[src/rtl/logic_gate_unit_pkg.sv]
// Shared definitions for the bitwise gate unit: result-select encoding.
package logic_gate_unit_pkg;

  typedef enum logic [1:0] {
    OP_AND  = 2'b00,
    OP_NAND = 2'b01,
    OP_INV  = 2'b10,
    OP_RSVD = 2'b11
  } gate_op_e;

endpackage

[src/rtl/logic_gate_unit_gate_bit_slice.sv]
// One bit of the gate unit: AND, NAND and INVERT of a single operand pair.
module gate_bit_slice (
  input  logic a,
  input  logic b,
  output logic and_o,
  output logic nand_o,
  output logic inv_o
);

  assign and_o  = a & b;
  assign nand_o = ~(a & b);
  assign inv_o  = ~a;

endmodule

[src/rtl/logic_gate_unit.sv]
// Bitwise AND/NAND/INVERT unit: combinational results plus an op-selected,
// one-cycle registered result with an aligned valid flag.
module logic_gate_unit
  import logic_gate_unit_pkg::*;
#(
  parameter int WIDTH = 1
) (
  input  logic             clk,
  input  logic             rst,
  input  logic [WIDTH-1:0] data_in_1,
  input  logic [WIDTH-1:0] data_in_2,
  input  logic [1:0]       op,
  input  logic             valid_in,
  output logic [WIDTH-1:0] and_out,
  output logic [WIDTH-1:0] nand_out,
  output logic [WIDTH-1:0] inv_out,
  output logic [WIDTH-1:0] data_out,
  output logic             valid_out
);

  for (genvar i = 0; i < WIDTH; i++) begin : g_slice
    gate_bit_slice u_slice (
      .a      (data_in_1[i]),
      .b      (data_in_2[i]),
      .and_o  (and_out[i]),
      .nand_o (nand_out[i]),
      .inv_o  (inv_out[i])
    );
  end

  logic [WIDTH-1:0] sel_res;
  logic [WIDTH-1:0] data_d, data_q;
  logic             valid_d, valid_q;

  // Reserved encoding deliberately yields all-zeros rather than X.
  always_comb begin
    sel_res = '0;
    case (op)
      OP_AND:  sel_res = and_out;
      OP_NAND: sel_res = nand_out;
      OP_INV:  sel_res = inv_out;
      default: sel_res = '0;
    endcase
  end

  always_comb begin
    valid_d = valid_in;
    data_d  = valid_in ? sel_res : data_q;
  end

  // Stage boundary: capture selected result; reset overrides any pending capture.
  always_ff @(posedge clk) begin
    if (rst) begin
      data_q  <= '0;
      valid_q <= 1'b0;
    end else begin
      data_q  <= data_d;
      valid_q <= valid_d;
    end
  end

  assign data_out  = data_q;
  assign valid_out = valid_q;

endmodule

[config.mk]
export PLATFORM = sky130hd
export DESIGN_NAME = logic_gate_unit
export DESIGN_NICKNAME = d
export VERILOG_FILES = /design/src/rtl/logic_gate_unit_pkg.sv /design/src/rtl/logic_gate_unit_gate_bit_slice.sv /design/src/rtl/logic_gate_unit.sv
export SDC_FILE = /design/constraint.sdc
export NUM_CORES = 1
export LEC_CHECK = 0
export ABC_CLOCK_PERIOD_IN_PS = 1800
export CAP_MARGIN = 5
export CORE_AREA = 4 4 41 43
export CTS_BUF_LIST = sky130_fd_sc_hd__clkbuf_8
export DETAILED_ROUTE_END_ITERATION = 10
export DIE_AREA = 0 0 45 47
export GPL_TIMING_DRIVEN = 0
export PLACE_DENSITY_LB_ADDON = 0.15
export SYNTH_ARGS = -nofsm -noshare
export SYNTH_HDL_FRONTEND = slang
export SYNTH_SLANG_ARGS = --single-unit
[constraint.sdc]
create_clock -name clk -period 1.8 [get_ports clk]
set_input_delay 0.36 -clock clk [delete_from_list [all_inputs] [get_ports clk]]
set_output_delay 0.36 -clock clk [all_outputs]
set_load 0.005 [all_outputs]
==> impl_metrics.toml, run 1 <==
[placement]
dp.cells = 39
numPortBuffers = 11
gp_congestion = 0.6466
hpwl_microns = 286

[worst_setup_path]
crit_arrival_ns = 1.36
r2r_setup_slack_ns = 1.12
worstSetupEndpointType = "output pin"
cp_max_fo = 2
cp.required_ns = 1.44
path_class = "input port to output pin"
start_kind = "input port"

[timing]
slew_headroom = 0.8655
setup_violations = 0
slew_violations = 0
tightestPinTransition_ns = 0.2003
rsz0062_at_grt = "no"
finalCritPeriodShare = 0.9550
fin_skew_ns = 0
period_minus_slack_ns = 1.719
fmax_ghz = 0.5817
fin_tns_setup_ns = 0
hold_viol = 0

[floorplan]
die-height_microns = 47
die_x_microns = 45
pin_count = 12
fp-row-count = 13
core_sq_um = 1301
start_util = 0.07981
dieArea_sq_um = 2115

[global_routing]
grt_max_degree = 4
grt_pass1_vias = 166
grt_usage = 0.04811
grt_pass1_wl_microns = 627
grt.overflow.total = 0
antenna_found_initial = 0

[drt]
ant_nets = 0
drc = 0
via_per_inst = 3.310
wire_per_inst_microns = 8.524
drt_iter0_drc = 1
wirelength_microns = 358
first_pass_iters = 2
num_vias = 139

[hold_path]
hold_path.class = "flip-flop to flip-flop"

[yosys]
synth_cell_types = 8
syn_nets = 20
synth_area_per_cell_sq_um = 7.988
ys_seq_area_frac = 0.3855
ys_seq_elements = 2
netlist_top_cells_area = "dfxtp_1 (39%), nor2b_1 (12%), inv_1 (11%), mux2i_1 (9.6%), a311oi_1 (8.4%)"
yosysTopAreaCellShare = 0.3855
syn_area_sq_um = 103.9
synth_cells = 13
yosysTopAreaCell = "dfxtp_1"
ys_warn_count = 0

[finish]
final_common_cell = "clkdlybuf4s50_1"
nets = 36
fill_cells = 154
mostFrequentLayoutCells = "clkdlybuf4s50_1 (9), inv_1 (3), clkbuf_8 (3)"
final_util = 0.2087
drive_gt1_frac = 0.1481
stdcell_count = 42
area_growth_pct = 161.4
diodes = 0

[cts]
cts_made_buffers = 3
cts.sinks = 2
clk_pin_slew_ns = 0.03
cts_max_path_buffers = 2
cts_tree = "yes"
cts_root_buf = "clkbuf_8"
cts_max_level = 1
clk_latency_ns = 0.21

[power_and_ir_drop]
p_per_area_nw_per_um2 = 958.4
ir_drop_uv = 160.1
p_leak_nw = 0.1153

[status]
outcome = "completed"

[run]
max_cap_violations = 0
-- area by class of cell --
class                      instances  area (sq um)  share of cell area
inverter                           3         11.26             0.04147
multi-input combinational          8         52.55              0.1935
timing repair buffer              11         107.6              0.3963
clock buffer                       3         41.29              0.1521
sequential                         2         40.04              0.1475
tap                               15         18.77             0.06912
-- sequential cells by signal (all words and copies together) (netlist names) --
signal,cells
valid_out,1
data_out,1
-- worst paths after layout --
path	startpoint	depth (start not counted)	endpoint
worst max-delay path	data_in_1	3	inv_out
worst max register to register	data_out	2	data_out
worst min-delay path	data_out	2	data_out
worst min register to register	data_out	2	data_out
-- through the flow --
stage | setup slack [ns] | power, mW | cell area (sq um) | hold slack (ns)
after floorplan | 0.8688 | 0.05934 | 103.9 | 0.4316
after global placement | -0.05132 | 0.08761 | 232.7 | 0.4947
after detailed placement | -0.06237 | 0.08817 | 232.7 | 0.4983
after CTS | 0.07591 | 0.2658 | 271.5 | 0.5024
after global routing | 0.03670 | 0.2746 | 271.5 | 0.5539
final | 0.08092 | 0.2602 | 271.5 | 0.4990
-- power by group --
| group | switching (mW) | internal [mW] | total, mW |
|---|---|---|---|
| registers | 0.00104 | 0.0476 | 0.0486 |
| logic | 0.0113 | 0.0255 | 0.0368 |
| clock network | 0.0335 | 0.141 | 0.175 |
| total | 0.0459 | 0.214 | 0.260 |
-- Yosys cell counts --
cell	count
nand3_1	1
dfxtp_1	2
mux2i_1	1
inv_1	3
a311oi_1	1
nor2_1	2
and2_4	1
nor2b_1	2
-- what timing repair did --
action,4_1_cts,5_1_grt
gates resized for setup,2,0
hold buffers,0,0
setup endpoints to repair,2,0
setup buffers,0,0
-- routing by layer --
layer  GRT usage  vias up  wire length [microns]  part of all wire
li1            -       70                      -                 -
met1     0.04525       57                    141              0.39
met2     0.05367       12                    138              0.39
met3     0.03831        0                     77              0.22
met4     0.07018        0                      0                 0
met5           0        -                      0                 0
-- critical path, stage by stage --
cell,delay [ns]
clkdlybuf4s50_1,0.42
inv_1,0.08
clkdlybuf4s50_1,0.50
-- cells by family (layout without fill, tap and decap cells) --
family | count (synthesis) | in the layout | synth area share
AND/OR/NAND/NOR | 6 | 6 | 0.3253
buffers and inverters | 3 | 17 | 0.1084
flip-flops | 2 | 2 | 0.3856
AO/OA/AOI/OAI | 1 | 1 | 0.08435
multiplexers | 1 | 1 | 0.09639
No activity file was read; power rests on OpenSTA's default activity.
==> run 2, diff against run 1 <==
Settings changed: REMOVE_ABC_BUFFERS from default to 1, TNS_END_PERCENT from default to 30.
==> results of run 2 <==
Same layout as run 1: the final DEF is identical, and so are final timing and power.
